File: config.mk
export PLATFORM = sky130hd
export DESIGN_NAME = rr_mux_stage
export DESIGN_NICKNAME = d
export VERILOG_FILES = /design/src/rtl/rr_mux_stage.sv
export SDC_FILE = /design/constraint.sdc
export NUM_CORES = 1
export LEC_CHECK = 0
export ABC_AREA = 1
export BUFFER_PORTS_ARGS = -buffer_cell sky130_fd_sc_hd__buf_2
export CAP_MARGIN = 5
export CELL_PAD_IN_SITES_DETAIL_PLACEMENT = 0
export CELL_PAD_IN_SITES_GLOBAL_PLACEMENT = 1
export CORE_MARGIN = 2
export CORE_UTILIZATION = 36
export DETAILED_ROUTE_END_ITERATION = 7
export PLACE_DENSITY = 0.86
export RECOVER_POWER = 25
export SLEW_MARGIN = 25
export SYNTH_ARGS = -nofsm -noshare
export SYNTH_HDL_FRONTEND = slang
export SYNTH_SLANG_ARGS = --single-unit
File: constraint.sdc
create_clock -name clk -period 6.86 [get_ports clk]
set_input_delay 1.372 -clock clk [delete_from_list [all_inputs] [get_ports clk]]
set_output_delay 1.372 -clock clk [all_outputs]
set_load 0.02 [all_outputs]
File: src/rtl/rr_mux_stage.sv
// rr_mux_stage: NUM_IN-input registered multiplexer with a rotating-priority
// arbiter and valid/ready handshakes on every input and on the output.
//
// Build option: define RR_MUX_FIXED_PRIO_EN to replace the rotating-priority
// arbiter with a fixed-priority one (lowest valid index wins, no ptr register).
//
// Handshake semantics (all ports): an item moves across an interface on a
// rising clk edge where valid and ready are both high in the preceding cycle.
// valid must not wait on ready. Once out_valid is high, out_data and out_src
// hold until the edge that sees out_ready high. in_ready is a combinational
// function of in_valid, out_ready and internal state, so in_valid must not
// depend combinationally on in_ready. At most one in_ready bit is high per
// cycle, and all are forced low while rst_n is low.

module rr_mux_stage #(
    parameter int WIDTH  = 32,
    parameter int NUM_IN = 4,
    localparam int SEL_W = $clog2(NUM_IN)
) (
    input  logic                      clk,
    input  logic                      rst_n,
    input  logic [NUM_IN*WIDTH-1:0]   in_data,
    input  logic [NUM_IN-1:0]         in_valid,
    output logic [NUM_IN-1:0]         in_ready,
    output logic [WIDTH-1:0]          out_data,
    output logic                      out_valid,
    input  logic                      out_ready,
    output logic [SEL_W-1:0]          out_src
);

    // Unpacked view of the flattened input bus, so the data mux indexes by
    // the grant index directly.
    logic [WIDTH-1:0] chan [NUM_IN];

    // Arbiter results for the current cycle.
    logic             grant_valid;
    logic [SEL_W-1:0] grant_idx;
    logic [WIDTH-1:0] grant_data;

    // Output register can take a new item: it is empty or drains this cycle.
    logic can_accept;
    // An input transfer happens on the next edge.
    logic load;

`ifndef RR_MUX_FIXED_PRIO_EN
    // Rotating priority pointer: the channel scanned first.
    logic [SEL_W-1:0] ptr;
`endif

    for (genvar i = 0; i < NUM_IN; i++) begin : g_chan
        assign chan[i] = in_data[i*WIDTH +: WIDTH];
    end

    assign can_accept = !out_valid || out_ready;
    assign load       = grant_valid && can_accept;

    // Arbiter: scan from the priority base with wrap, first valid channel wins.
    always_comb begin
        int base;
        grant_valid = 1'b0;
        grant_idx   = '0;
        grant_data  = '0;
`ifdef RR_MUX_FIXED_PRIO_EN
        base = 0;
`else
        base = int'(ptr);
`endif
        for (int k = 0; k < NUM_IN; k++) begin
            int               idx;
            logic [SEL_W-1:0] sel;
            idx = base + k;
            if (idx >= NUM_IN) begin
                idx = idx - NUM_IN;
            end
            sel = SEL_W'(idx);
            if (!grant_valid && in_valid[sel]) begin
                grant_valid = 1'b1;
                grant_idx   = sel;
                grant_data  = chan[sel];
            end
        end
    end

    // Input ready: only the granted channel, only when the register can take
    // it, and never while reset is asserted.
    always_comb begin
        in_ready = '0;
        if (rst_n && load) begin
            in_ready[grant_idx] = 1'b1;
        end
    end

    // Output register: load on transfer (replacing any item draining in the
    // same cycle), otherwise clear valid on drain; data and src hold.
    always_ff @(posedge clk or negedge rst_n) begin
        if (!rst_n) begin
            out_valid <= 1'b0;
            out_data  <= '0;
            out_src   <= '0;
        end else if (load) begin
            out_valid <= 1'b1;
            out_data  <= grant_data;
            out_src   <= grant_idx;
        end else if (out_ready) begin
            out_valid <= 1'b0;
        end
    end

`ifndef RR_MUX_FIXED_PRIO_EN
    // Priority pointer: moves just past the channel granted, holds otherwise.
    always_ff @(posedge clk or negedge rst_n) begin
        if (!rst_n) begin
            ptr <= '0;
        end else if (load) begin
            if (grant_idx == SEL_W'(NUM_IN - 1)) begin
                ptr <= '0;
            end else begin
                ptr <= grant_idx + 1'b1;
            end
        end
    end
`endif

endmodule

* After elaboration in Yosys (flattened, before gate mapping)
Cells that the tools add are included.
** Cells by class
- Multiplexer cells :: 42
- Reduce and logical (&&, ||, !) cells :: 12
- Bitwise logic cells :: 4
- Eq/ne operators :: 1
- $lt $le $gt $ge :: 14
- $add $sub $neg :: 8
** Operators by type and width (count)
- $mux W32 :: 12
- $bmux W32 S2 :: 4
- $ge A3 B3 Y1 const B :: 7
- $mux W2 :: 9
- $lt A2 B3 Y1 const B :: 5
- $not A2 Y3 :: 4
- $mux W1 :: 11
- $bmux W1 S2 :: 4
- $sub A2 B1 Y2 const B :: 4
- $add A2 B2 Y3 const B :: 2
- $logic_and A1 B1 Y1 :: 6
- $logic_not A1 Y1 :: 4
- $mux W4 :: 1
- $add A2 B1 Y3 const B :: 1
- $ge A2 B3 Y1 const B :: 1
- $add A2 B1 Y2 const B :: 1
- $demux W1 S2 :: 1
- $eq A2 B2 Y1 const B :: 1
- $ge A2 B1 Y1 const B :: 1
- $reduce_bool A2 Y1 :: 1
- $logic_or A1 B1 Y1 :: 1
** Word-level totals
- Word-level logic and storage cells :: 85
- Flip-flop bits (word level) :: 37
- Bits of input ports :: 135

* Longest topological paths before layout
Gate-level depths: netlist (run 1).
- Depth after elaboration :: 19
- Gate-level depth with buffers :: 15
- Mapped depth without buffers :: 14

* Least setup slack after synthesis (run 1)
No wires, ideal clock.
- Kind :: input to output
- Start point :: input in_valid[1]
- End point :: output in_ready[0]
- Stages :: 12
- Buffers on the path :: 2
- Arrival time :: 2795 ps
- Slack :: 2693 ps
- Cells stage by stage :: nand2_1 nand2_1 nand2_1 nand2_2 nor2_4 buf_4 buf_4 nand4_1 nand2_1 ha_1 inv_1 nor2_1
** Between the ends
- Cells in the longest elaborated chain, start to end :: 17
- Elaborated cells on any way between the ends :: 30
- Those cells by class :: order compare (2); mux (19); reduce/logical (9)
** RTL lines
- start: declaration :: RTL line 23 : input logic [NUM_IN-1:0] in_valid,
- $bmux W1 S2 :: RTL line 76 : if (!grant_valid && in_valid[sel]) begin
- $mux W1 (not written as such) :: RTL line 76
- $mux W1 :: RTL line 76
- $logic_not A1 Y1 :: RTL line 76
- $logic_and A1 B1 Y1 :: RTL line 76
- $mux W1 :: RTL line 76
- $logic_not A1 Y1 :: RTL line 76
- $logic_and A1 B1 Y1 :: RTL line 76
- $mux W1 :: RTL line 76
- $logic_not A1 Y1 :: RTL line 76
- $logic_and A1 B1 Y1 :: RTL line 76
- $mux W2 :: RTL line 76
- $lt A2 B3 Y1 (not written as such) or $ge A2 B1 Y1 (tied branches) :: RTL line 89 : in_ready[grant_idx] = 1'b1;
- $logic_and A1 B1 Y1 (not written as such) :: RTL line 89
- $mux W1 (not written as such) :: RTL line 89
- $demux W1 S2 :: RTL line 89
- $mux W4 * :: RTL line 88 : if (rst_n && load) begin
- end: declaration :: RTL line 24 : output logic [NUM_IN-1:0] in_ready,
Mark *: on every way between the ends. The rest lies on a longest branch, timed or not. The select of a mux whose other input is x is not followed.

* Worst setup path after layout (run 1)
- Start point :: register ptr[0]
- End point :: output in_ready[3]
** Between the ends
- Cells in the longest elaborated chain, start to end :: 19
- Elaborated cells on any way between the ends :: 45
- Those cells by class :: add/sub (7); order compare (6); mux (23); reduce/logical (9)
** RTL lines
- start: declaration :: RTL line 47 : logic [SEL_W-1:0] ptr;
- start signal: assignment :: RTL line 118 : ptr <= grant_idx + 1'b1;
- branches (longest 13 deep; another with $add A2 B1 Y3)
- $mux W2 * :: RTL line 76
- net grant_idx[1] :: RTL line 37 : logic [SEL_W-1:0] grant_idx;
- $lt A2 B3 Y1 (not written as such) or $ge A2 B1 Y1 (tied branches) :: RTL line 89
- $logic_and A1 B1 Y1 (not written as such) :: RTL line 89
- $mux W1 (not written as such) :: RTL line 89
- $demux W1 S2 * :: RTL line 89
- $mux W4 * :: RTL line 88
Mark *: on every way through the listed nets, which the timed path passes. The select of a mux whose other input is x is not followed.

==> results of run 1 <==
==> cell usage after synthesis <==
cell type / count / area, um^2
buf_6: 3 / 33.8
buf_1: 7 / 26.3
o21ai_1: 1 / 5.00
o211ai_1: 1 / 7.51
a31oi_1: 1 / 6.26
nand3_1: 104 / 521
nand2_1: 964 / 3620
nand2_2: 2 / 12.5
nand4_1: 33 / 206
ha_1: 4 / 50.1
nor2_4: 1 / 11.3
nand2_4: 1 / 11.3
inv_2: 4 / 15.0
o21ai_0: 4 / 20.0
inv_1: 44 / 165
nor2_1: 7 / 26.3
dfrtp_1: 37 / 926
clkbuf_1: 30 / 113
buf_4: 6 / 45.0
buf_2: 44 / 220
==> critical path: stages (launching register included) <==
cell and delay [ns]:
dfrtp_4 0.83, inv_4 0.37, nand2_1 0.17, nand2_1 0.06, nand2_1 0.09, nand2_2 0.49
nor2_4 0.26, buf_4 0.55, nand3_1 0.14, nand3_1 0.14, nand2_1 0.11, inv_1 0.10
ha_1 0.15, inv_1 0.04, nor2_1 0.08, buf_2 0.18
==> where the power goes <==
group,switching (mW),total [mW],leakage [nW],internal (mW)
Clock,0.106,0.240,0.0696,0.134
Sequential,0.100,0.427,0.466,0.327
Combinational,2.24,3.14,4.05,0.898
==> path summary, 6_finish.rpt <==
path | start | to | slack (ns)
worst max-delay path | ptr[0] | in_ready[3] | 1.42
worst min-delay path | out_data[14] | out_data[14] | 0.47
worst max register to register | ptr[0] | ptr[1] | 2.93
worst min register to register | out_data[14] | out_data[14] | 0.47
max in group asynchronous | rst_n | ptr[0] | 3.33
min in group asynchronous | rst_n | out_data[28] | 1.88
==> per-stage QoR <==
| step | instance area [um^2] | hold WS (ns) | util |
|---|---|---|---|
| finish | 6980 | 0.473 | 0.424 |
| floorplan | 6040 | 0.584 | - |
| detailed placement | 6840 | 0.461 | 0.416 |
| CTS | 6980 | 0.478 | 0.424 |
| global placement | 6840 | 0.456 | 0.415 |
| global route | 6980 | 0.505 | 0.424 |
==> sequential cells by signal (all words and copies together), names as in the netlist <==
register	flops
out_data	32
out_src	2
out_valid	1
ptr	2
==> cell families (layout without fill, tap and decap cells) <==
| kind of cell | count (synthesis) | count (layout) | synth area share |
|---|---|---|---|
| flops | 37 | 37 | 0.153 |
| buf+inv | 138 | 238 | 0.102 |
| compound gates | 7 | 7 | 0.00642 |
| simple gates | 1112 | 1112 | 0.730 |
| fa+ha+maj | 4 | 4 | 0.00829 |
==> metal layers <==
layer  up-vias  global-route usage
met5         -                   0
met2       238               0.384
met4         0              0.0396
met3        17              0.0236
met1      3469               0.318
li1       4140                   -
==> cell type report <==
| type | instances | share of cell area |
|---|---|---|
| clock buffer | 5 | 0.0179 |
| clock inverter | 3 | 0.00251 |
| inverter | 48 | 0.0265 |
| timing repair buffer | 182 | 0.133 |
| tap | 220 | 0.0394 |
| multi-input combinational | 1123 | 0.647 |
| sequential | 37 | 0.133 |
==> summary.md, run 1 <==
| Metric | Value |
|---|---|
| Drt drc | `0` |
| Nets | `1,536` |
| Period utilization | `0.793` |
| Initial antenna violation count | `0` |
| Clock sink count | `37` |
| Worst Reg-to-Reg Cells | `13` |
| Largest net degree at the start of global routing | `83` |
| Crit path required time | `5.49 ns` |
| WL met3 | `1110 um` |
| IO Port Bufs | `173` |
| Top Metal Used | `met4` |
| DRT iter0 DRCs | `747` |
| Final ANT Viol Nets | `0` |
| CTS H-Tree Depth | `2` |
| Layout Area Growth over Synthesis | `15.6%` |
| Metal-1 WL | `9720 um` |
| Element type at the critical path end | `output pin` |
| Net Count, Synth | `1,437` |
| Most frequent cells in the layout | `nand2_1 (960), buf_2 (173), nand3_1 (104), inv_1 (44), dfrtp_1 (35)` |
| Tot Pwr | `3.81 mW` |
| Maximum clock rate | `0.184 GHz` |
| Multi-input gate area | `4520 um^2` |
| Post-DR wirelength/cell | `12.6 um` |
| Initial core utilization | `0.367` |
| Max Cap Violations | `1` |
| Static leakage | `4.58 nW` |
| Final wirelength | `20,400 um` |
| Clk_lat worst skew | `0.29 ns` |
| Clock skew | `0.00486 ns` |
| Routed met2 length | `9390 um` |
| Peak supply drop | `0.391 mV` |
| Crit path DAT | `4.07 ns` |
| Core ar. | `16,500 um^2` |
| Unique masters post-synth | `20` |
| Number of setup buffers added after CTS | `0` |
| Cts bufs inserted | `5` |
| Routed vias/inst | `4.86` |
| Top Ports | `174` |
| Overall Global Routing Usage | `0.227` |
| HPWL after detailed placement | `13,800 um` |
| # hold bufs at CTS | `0` |
| Worst Hold Path Cells | `2` |
| Die area | `17,800 um^2` |
| Worst min path class | `register to register` |
| Post-route setup TNS | `0 ns` |
| Chip width | `134 um` |
| Router iterations before antenna repair | `5` |
| Minimum clock period after layout | `5.44 ns` |
| First-pass GRT wire length | `33,700 um` |
| Placed cell count | `1,610` |
| Pwr dens | `545 nW/um^2` |
| Seq. cell area | `931 um^2` |
| Fillcell total | `1,900` |
| Seq/Total Area, Yosys | `0.153` |
| RePlAce Congestion | `0.796` |
| Die height | `134 um` |
| Most common cell after layout, fill and taps aside | `nand2_1` |
| Setup Viol. Count Final | `0` |
| Post-route insts no fill | `1,618` |
| Place WS | `1.55 ns` |
| Mapped Avg Cell Area | `4.65 um^2` |
| Clock Path Buffers | `2` |
| Synthesized area | `6040 um^2` |
| N_diodes | `0` |
| Failing checks | `max-capacitance violations, max-slew violations` |
| Vias in the first global route | `6,935` |
| Aggregate global routing overflow | `0` |
| Critical Path Source Type | `register` |
| Root Driver | `clkbuf_16` |
| Via Count | `7,864` |
| Clock transition at the registers of the reported paths | `0.07 ns` |
| Share of cells above drive strength 1 | `0.146` |
| Fin. Hold Viols | `0` |
| Post-CTS sizing | `0` |
| Setup WS post-layout | `1.42 ns` |
| Worst Tran Pin Value | `2.35 ns` |
| RSZ-0062 raised after global routing | `no` |
| CP max FO | `67` |
| Slew Limit Fails | `39` |
| Synthesized flop and latch total | `37` |
| TritonCTS clock tree | `built` |
| Synth Warn # | `0` |
| Slew HR | `-0.568` |
| Cell Rows | `47` |
| Syn Inst Count | `1,298` |
| Status | `complete, but fails checks` |
| Setup CP Type | `register to output pin` |
Power figures use the tool's default switching activity.
==> run 2: changes to the inputs <==
CORE_UTILIZATION = 34   (was 36)
PLACE_DENSITY = 0.82   (was 0.86)
clock period = 5.55 ns   (was 6.86 ns; I/O delays follow)
==> run 2 against run 1 <==
The run still ends with max-capacitance violations, max-slew violations left; critical path type unchanged; clock skew is essentially flat; register-to-register slack lost 1.1 ns; sequential power grew 17%; total power grew 24%; combinational power grew 25%.
==> summary.md, run 2 (synthesis results as in run 1) <==
| Metric | Value |
|---|---|
| Status | `complete, but fails checks (unchanged)` |
| Failing checks | `max-capacitance violations, max-slew violations (unchanged)` |
| CP max FO | `66 (was 67)` |
| Most Frequent Cell on Critical Path | `nand2_1 (unchanged)` |
| Post-route insts no fill | `1,627 (was 1,618)` |
| Vias in the first global route | `6,990 (was 6,935)` |
| Routed vias/inst | `4.80 (was 4.86)` |
| Root Driver | `clkbuf_16 (unchanged)` |
| Top Ports | `174 (unchanged)` |
| Cts bufs inserted | `5 (unchanged)` |
| Period utilization | `0.901` |
| Critical-path cell list | `buf_4, nand2_1, nand2_2, buf_4, nand2_1, nand2_4, nor2_4, nand3_1, nand3_1, nand2_1, inv_1, ha_1, inv_1, nor2_1, buf_2 (was inv_4, nand2_1, nand2_1, nand2_1, nand2_2, nor2_4, buf_4, nand3_1, nand3_1, nand2_1, inv_1, ha_1, inv_1, nor2_1, buf_2)` |
| Instance area at placement | `6880 um^2 (was 6840 um^2)` |
| Worst Hold Launch | `out_data[14] (unchanged)` |
| Setup Viol. Count Final | `0 (unchanged)` |
| Peak supply drop | `0.549 mV (was 0.391 mV)` |
| Aggregate global routing overflow | `0 (unchanged)` |
| Final wirelength | `21,000 um (was 20,400 um)` |
| Static leakage | `4.60 nW (was 4.58 nW)` |
| Largest net degree at the start of global routing | `81 (was 83)` |
| Router iterations before antenna repair | `7 (was 5)` |
| Via Count | `7,805 (was 7,864)` |
| Initial antenna violation count | `0 (unchanged)` |
| Number of setup buffers added after CTS | `0 (unchanged)` |
| Hold slack | `0.474 ns (was 0.473 ns)` |
| Setup crit start | `ptr[1] (was ptr[0])` |
| Clk_lat worst skew | `0.30 ns (was 0.29 ns)` |
| HPWL after detailed placement | `14,100 um (was 13,800 um)` |
| P_int | `1.70 mW (was 1.36 mW)` |
| Post-CTS sizing | `0 (unchanged)` |
| IO Port Bufs | `173 (unchanged)` |
| Crit path DAT | `3.89 ns (was 4.07 ns)` |
| Worst Tran Pin Value | `2.41 ns (was 2.35 ns)` |
| RSZ-0062 raised after global routing | `no (unchanged)` |
| TritonCTS clock tree | `built (unchanged)` |
| Fin area | `7010 um^2 (was 6980 um^2)` |
| Clock Path Buffers | `2 (unchanged)` |
| Leading registers by flop count | `out_data: 32 flops, out_src: 2 flops, ptr: 2 flops (unchanged)` |
| Most frequent cells in the layout | `nand2_1 (960), buf_2 (172), nand3_1 (104), inv_1 (44), dfrtp_1 (35) (was nand2_1 (960), buf_2 (173), nand3_1 (104), inv_1 (44), dfrtp_1 (35))` |
| Largest register FFs | `32 (unchanged)` |
| Die height | `137 um (was 134 um)` |
| Critical Path Source Type | `register (unchanged)` |
| Most common cell after layout, fill and taps aside | `nand2_1 (unchanged)` |
| First-pass GRT wire length | `33,900 um (was 33,700 um)` |
| Drt drc | `0 (unchanged)` |
| Tot Pwr | `4.73 mW (was 3.81 mW)` |
| Nets | `1,540 (was 1,536)` |
| Element type at the critical path end | `output pin (unchanged)` |
| DRT iter0 DRCs | `654 (was 747)` |
| Overall Global Routing Usage | `0.225 (was 0.227)` |
| Crit path required time | `4.44 ns (was 5.49 ns)` |
| CP Buf/Inv Count | `5 (unchanged)` |
| Cell Rows | `48 (was 47)` |
| Final ANT Viol Nets | `0 (unchanged)` |
| N_diodes | `0 (unchanged)` |
| Flop pwr share | `0.106 (was 0.112)` |
| Sw frac | `0.641 (was 0.643)` |
| Fin. Hold Viols | `0 (unchanged)` |
| Slew HR | `-0.606 (was -0.568)` |
| Power share of the clock group | `0.063 (about the same)` |
| Slowest CP cell | `dfrtp_2 (was dfrtp_4)` |
| Place WS | `0.935 ns (was 1.55 ns)` |
| Minimum clock period after layout | `5.00 ns` |
| Maximum clock rate | `0.200 GHz` |
| Layout Area Growth over Synthesis | `16.1% (was 15.6%)` |
| RR Startpoint | `ptr[1] (was ptr[0])` |
| CTS H-Tree Depth | `2 (unchanged)` |
| Pwr dens | `675 nW/um^2 (was 545 nW/um^2)` |
| Share of cells above drive strength 1 | `0.147 (was 0.146)` |
| Die area | `18,800 um^2 (was 17,800 um^2)` |
| CP max stage delay | `0.69 ns (was 0.83 ns)` |
| # hold bufs at CTS | `0 (unchanged)` |
| Clock sink count | `37 (unchanged)` |
| Placed cell count | `1,619 (was 1,610)` |
| Clock transition at the registers of the reported paths | `0.06 ns (was 0.07 ns)` |
| Chip width | `137 um (was 134 um)` |
| RePlAce Congestion | `0.769 (was 0.796)` |
| Clock skew | `0.00468 ns (was 0.00486 ns)` |
| Post-DR wirelength/cell | `12.9 um (was 12.6 um)` |
| Initial core utilization | `0.348 (was 0.367)` |
| Switch Pwr | `3.03 mW (was 2.45 mW)` |
| Setup WS post-layout | `0.548 ns (was 1.42 ns)` |
| Setup CP Type | `register to output pin (unchanged)` |
| Core ar. | `17,400 um^2 (was 16,500 um^2)` |
| Biggest register | `out_data (unchanged)` |
| Delay-heaviest family, CP | `simple AND/OR/NAND/NOR gates (unchanged)` |
| Worst min path class | `register to register (unchanged)` |
| Combinational power share | `0.831 (was 0.825)` |
| Post-route setup TNS | `0 ns (unchanged)` |
| Max Cap Violations | `1 (unchanged)` |
| Slew Limit Fails | `38 (was 39)` |
| Final core occ | `0.404 (was 0.424)` |
run 2: changes by cell type in the layout (fill, tap and decap cells not counted), sizes merged:
cell,delta
clkinvlp,-1
clkbuf,+2
buf,+3
run 2: path summary, 6_finish.rpt:
kind | endpoint | slack [ns] | cells past startpoint
min | out_data[14] | 0.47 | 2
max in group asynchronous | ptr[0] | 1.98 | 2
min in group asynchronous | out_data[25] | 1.87 | 2
max reg2reg | ptr[1] | 1.79 | 14
min reg2reg | out_data[14] | 0.47 | 2
max | in_ready[3] | 0.55 | 15
run 2: layout make-up:
class                      instances  area [um^2]
inverter                          48          183
fill                            2036        10300
sequential                        37          931
multi-input combinational       1123         4520
clock inverter                     2         10.0
clock buffer                       6          129
tap                              225          282
timing repair buffer             186          958
run 2: layer usage:
metal | vias to the layer above | wire, um | track usage
met3 | 12 | 1200 | 0.0291
li1 | 4152 | - | -
met4 | 0 | 209 | 0.0493
met5 | - | 0 | 0
met1 | 3408 | 9990 | 0.305
met2 | 233 | 9650 | 0.381
run 2: tightest hold or removal path, cell delays in order, from the launching register on:
cell,delay [ns]
dfrtp_1,0.34
nand2_1,0.05
nand2_1,0.05
run 2: power groups by stage:
stage / logic [mW] / clock network, mW / registers, mW
floorplan: 2.99 / 0 / 0.597
global placement: 3.86 / 0 / 0.502
detailed placement: 3.91 / 0 / 0.502
CTS: 3.93 / 0.304 / 0.500
global route: 4.53 / 0.314 / 0.514
finish: 3.93 / 0.300 / 0.499
==> run 3: changes to the inputs <==
CORE_UTILIZATION = 30   (was 34)
PLACE_DENSITY = 0.76   (was 0.82)
clock period = 4.2 ns   (was 5.55 ns; I/O delays follow)
==> run 3 against run 2 <==
Total power grew 36%; via count is 0.88% higher; register-to-register slack worse by 0.47 ns; die area grew 13%; combinational power grew 34%; the flow still finishes with violations (max-capacitance violations, max-slew violations); sequential power rose by 40%; critical path type unchanged; clock power increased by 51%; clock skew rose by 0.00074 ns; cell count increased by 2.9%; critical path depth stayed put; global-route usage is 2.1 points lower.
==> summary.md, run 3 (synthesis results as in run 1) <==
| Metric | Value |
|---|---|
| Max Cap Violations | `1 (unchanged)` |
| Nets | `1,548 (was 1,540)` |
| Cts bufs inserted | `5 (unchanged)` |
| Critical Path Source Type | `register (unchanged)` |
| Vias in the first global route | `7,023 (was 6,990)` |
| Clock transition at the registers of the reported paths | `0.06 ns (about the same)` |
| Crit path required time | `3.36 ns (was 4.44 ns)` |
| Number of setup buffers added after CTS | `0 (unchanged)` |
| Peak supply drop | `0.421 mV (was 0.549 mV)` |
| Slew HR | `-0.588 (was -0.606)` |
| Failing checks | `max-capacitance violations, max-slew violations (unchanged)` |
| N_diodes | `0 (unchanged)` |
| Slew Limit Fails | `38 (unchanged)` |
| HPWL after detailed placement | `15,000 um (was 14,100 um)` |
| IO Port Bufs | `173 (unchanged)` |
| TritonCTS clock tree | `built (unchanged)` |
| Die height | `146 um (was 137 um)` |
| Crit path DAT | `2.96 ns (was 3.89 ns)` |
| Pwr dens | `900 nW/um^2 (was 675 nW/um^2)` |
| Setup Viol. Count Final | `0 (unchanged)` |
| Leading registers by flop count | `out_data: 32 flops, out_src: 2 flops, ptr: 2 flops (unchanged)` |
| Routed vias/inst | `4.70 (was 4.80)` |
| Top Ports | `174 (unchanged)` |
| Status | `complete, but fails checks (unchanged)` |
| Post-DR wirelength/cell | `13.1 um (was 12.9 um)` |
| Core ar. | `19,600 um^2 (was 17,400 um^2)` |
| Worst Tran Pin Value | `2.38 ns (was 2.41 ns)` |
| Biggest register | `out_data (unchanged)` |
| First-pass GRT wire length | `35,900 um (was 33,900 um)` |
| Layout Area Growth over Synthesis | `18.2% (was 16.1%)` |
| CTS H-Tree Depth | `2 (unchanged)` |
| Final ANT Viol Nets | `0 (unchanged)` |
| Setup CP Type | `register to output pin (unchanged)` |
| Post-CTS sizing | `0 (unchanged)` |
| CP max stage delay | `0.63 ns (was 0.69 ns)` |
| Critical-path cell list | `inv_4, nand2_1, nand2_1, nand2_1, nand2_2, inv_2, o21ai_0, nand2_1, nand2_1, nand2_1, inv_1, ha_1, inv_1, nor2_1, buf_2 (was buf_4, nand2_1, nand2_2, buf_4, nand2_1, nand2_4, nor2_4, nand3_1, nand3_1, nand2_1, inv_1, ha_1, inv_1, nor2_1, buf_2)` |
| Clock Path Buffers | `2 (unchanged)` |
| Aggregate global routing overflow | `0 (unchanged)` |
| Share of cells above drive strength 1 | `0.152 (was 0.147)` |
| Worst min path class | `register to register (unchanged)` |
| Drt drc | `0 (unchanged)` |
| Fillcell total | `2,338 (was 2,036)` |
| Fin. Hold Viols | `0 (unchanged)` |
| Router iterations before antenna repair | `5 (was 7)` |
| Final wirelength | `21,900 um (was 21,000 um)` |
| Clk_lat worst skew | `0.30 ns (about the same)` |
| Chip width | `146 um (was 137 um)` |
| RSZ-0062 raised after global routing | `no (unchanged)` |
| Hold slack | `0.474 ns (about the same)` |
| Slowest CP cell | `dfrtp_4 (was dfrtp_2)` |
| Root Driver | `clkbuf_16 (unchanged)` |
| Clock skew | `0.00542 ns (was 0.00468 ns)` |
| Cell Rows | `51 (was 48)` |
| Post-route setup TNS | `0 ns (unchanged)` |
| Most Frequent Cell on Critical Path | `nand2_1 (unchanged)` |
| Static leakage | `4.65 nW (was 4.60 nW)` |
| Period utilization | `0.905` |
| Minimum clock period after layout | `3.80 ns` |
| Largest net degree at the start of global routing | `66 (was 81)` |
| Maximum clock rate | `0.263 GHz` |
| Final core occ | `0.365 (was 0.404)` |
| DRT iter0 DRCs | `476 (was 654)` |
| # hold bufs at CTS | `0 (unchanged)` |
| Clock sink count | `37 (unchanged)` |
| CP max FO | `39 (was 66)` |
| Initial core utilization | `0.308 (was 0.348)` |
| Largest register FFs | `32 (unchanged)` |
| Most common cell after layout, fill and taps aside | `nand2_1 (unchanged)` |
| Die area | `21,300 um^2 (was 18,800 um^2)` |
| Most frequent cells in the layout | `nand2_1 (960), buf_2 (172), nand3_1 (104), inv_1 (44), dfrtp_1 (35) (unchanged)` |
| Via Count | `7,874 (was 7,805)` |
| Overall Global Routing Usage | `0.204 (was 0.225)` |
| RePlAce Congestion | `0.837 (was 0.769)` |
| Element type at the critical path end | `output pin (unchanged)` |
| Initial antenna violation count | `0 (unchanged)` |
| Tot Pwr | `6.42 mW (was 4.73 mW)` |
-- run 3: cell types whose count changed in the layout (fill, tap and decap cells not counted) --
cell / delta
buf_4: +8
clkinv_2: -1
clkbuf_1: -1
bufinv_16: +1
-- run 3: area by class of cell --
cell class / instances / area (um^2) / share of cell area
sequential: 37 / 931 / 0.130
multi-input combinational: 1123 / 4520 / 0.633
clock buffer: 5 / 125 / 0.0175
clock inverter: 2 / 35.0 / 0.00491
inverter: 48 / 183 / 0.0256
tap: 265 / 332 / 0.0464
timing repair buffer: 194 / 1020 / 0.143
-- run 3: stage by stage --
stage	setup slack, ns	cells	cell area [um^2]
after global routing	0.00179	1674	7140
final	0.398	1674	7140
after CTS	0.385	1674	7150
after floorplan	1.10	1298	6040
after detailed placement	0.713	1667	6990
after global placement	0.759	1667	6990
-- run 3: critical path, delay by kind of cell (launching register included) --
family          cells  cell delay [ns]
flops               1             0.63
buf+inv             5             0.73
fa+ha+maj           1             0.14
compound gates      1             0.09
simple gates        8             1.07
-- run 3: path summary, 6_finish.rpt --
| path | from | endpoint | slack, ns | cells after the start |
|---|---|---|---|---|
| worst max-delay path | ptr[0] | in_ready[3] | 0.40 | 15 |
| worst min-delay path | out_data[19] | out_data[19] | 0.47 | 2 |
| worst max register to register | ptr[0] | ptr[0] | 1.32 | 10 |
| worst min register to register | out_data[19] | out_data[19] | 0.47 | 2 |
| max in group asynchronous | rst_n | ptr[0] | 1.08 | 2 |
| min in group asynchronous | rst_n | out_data[18] | 1.44 | 2 |
-- run 3: power breakdown --
group	internal (mW)	switching, mW
combinational	1.55	3.72
clock	0.277	0.176
sequential	0.534	0.164
-- run 3: per-layer routing --
metal  vias up  GRT usage  wire (um)
li1       4164          -          -
met1      3458      0.277      10200
met2       242      0.349      10200
met3        10     0.0298       1350
met4         0     0.0328        142
met5         -          0          0
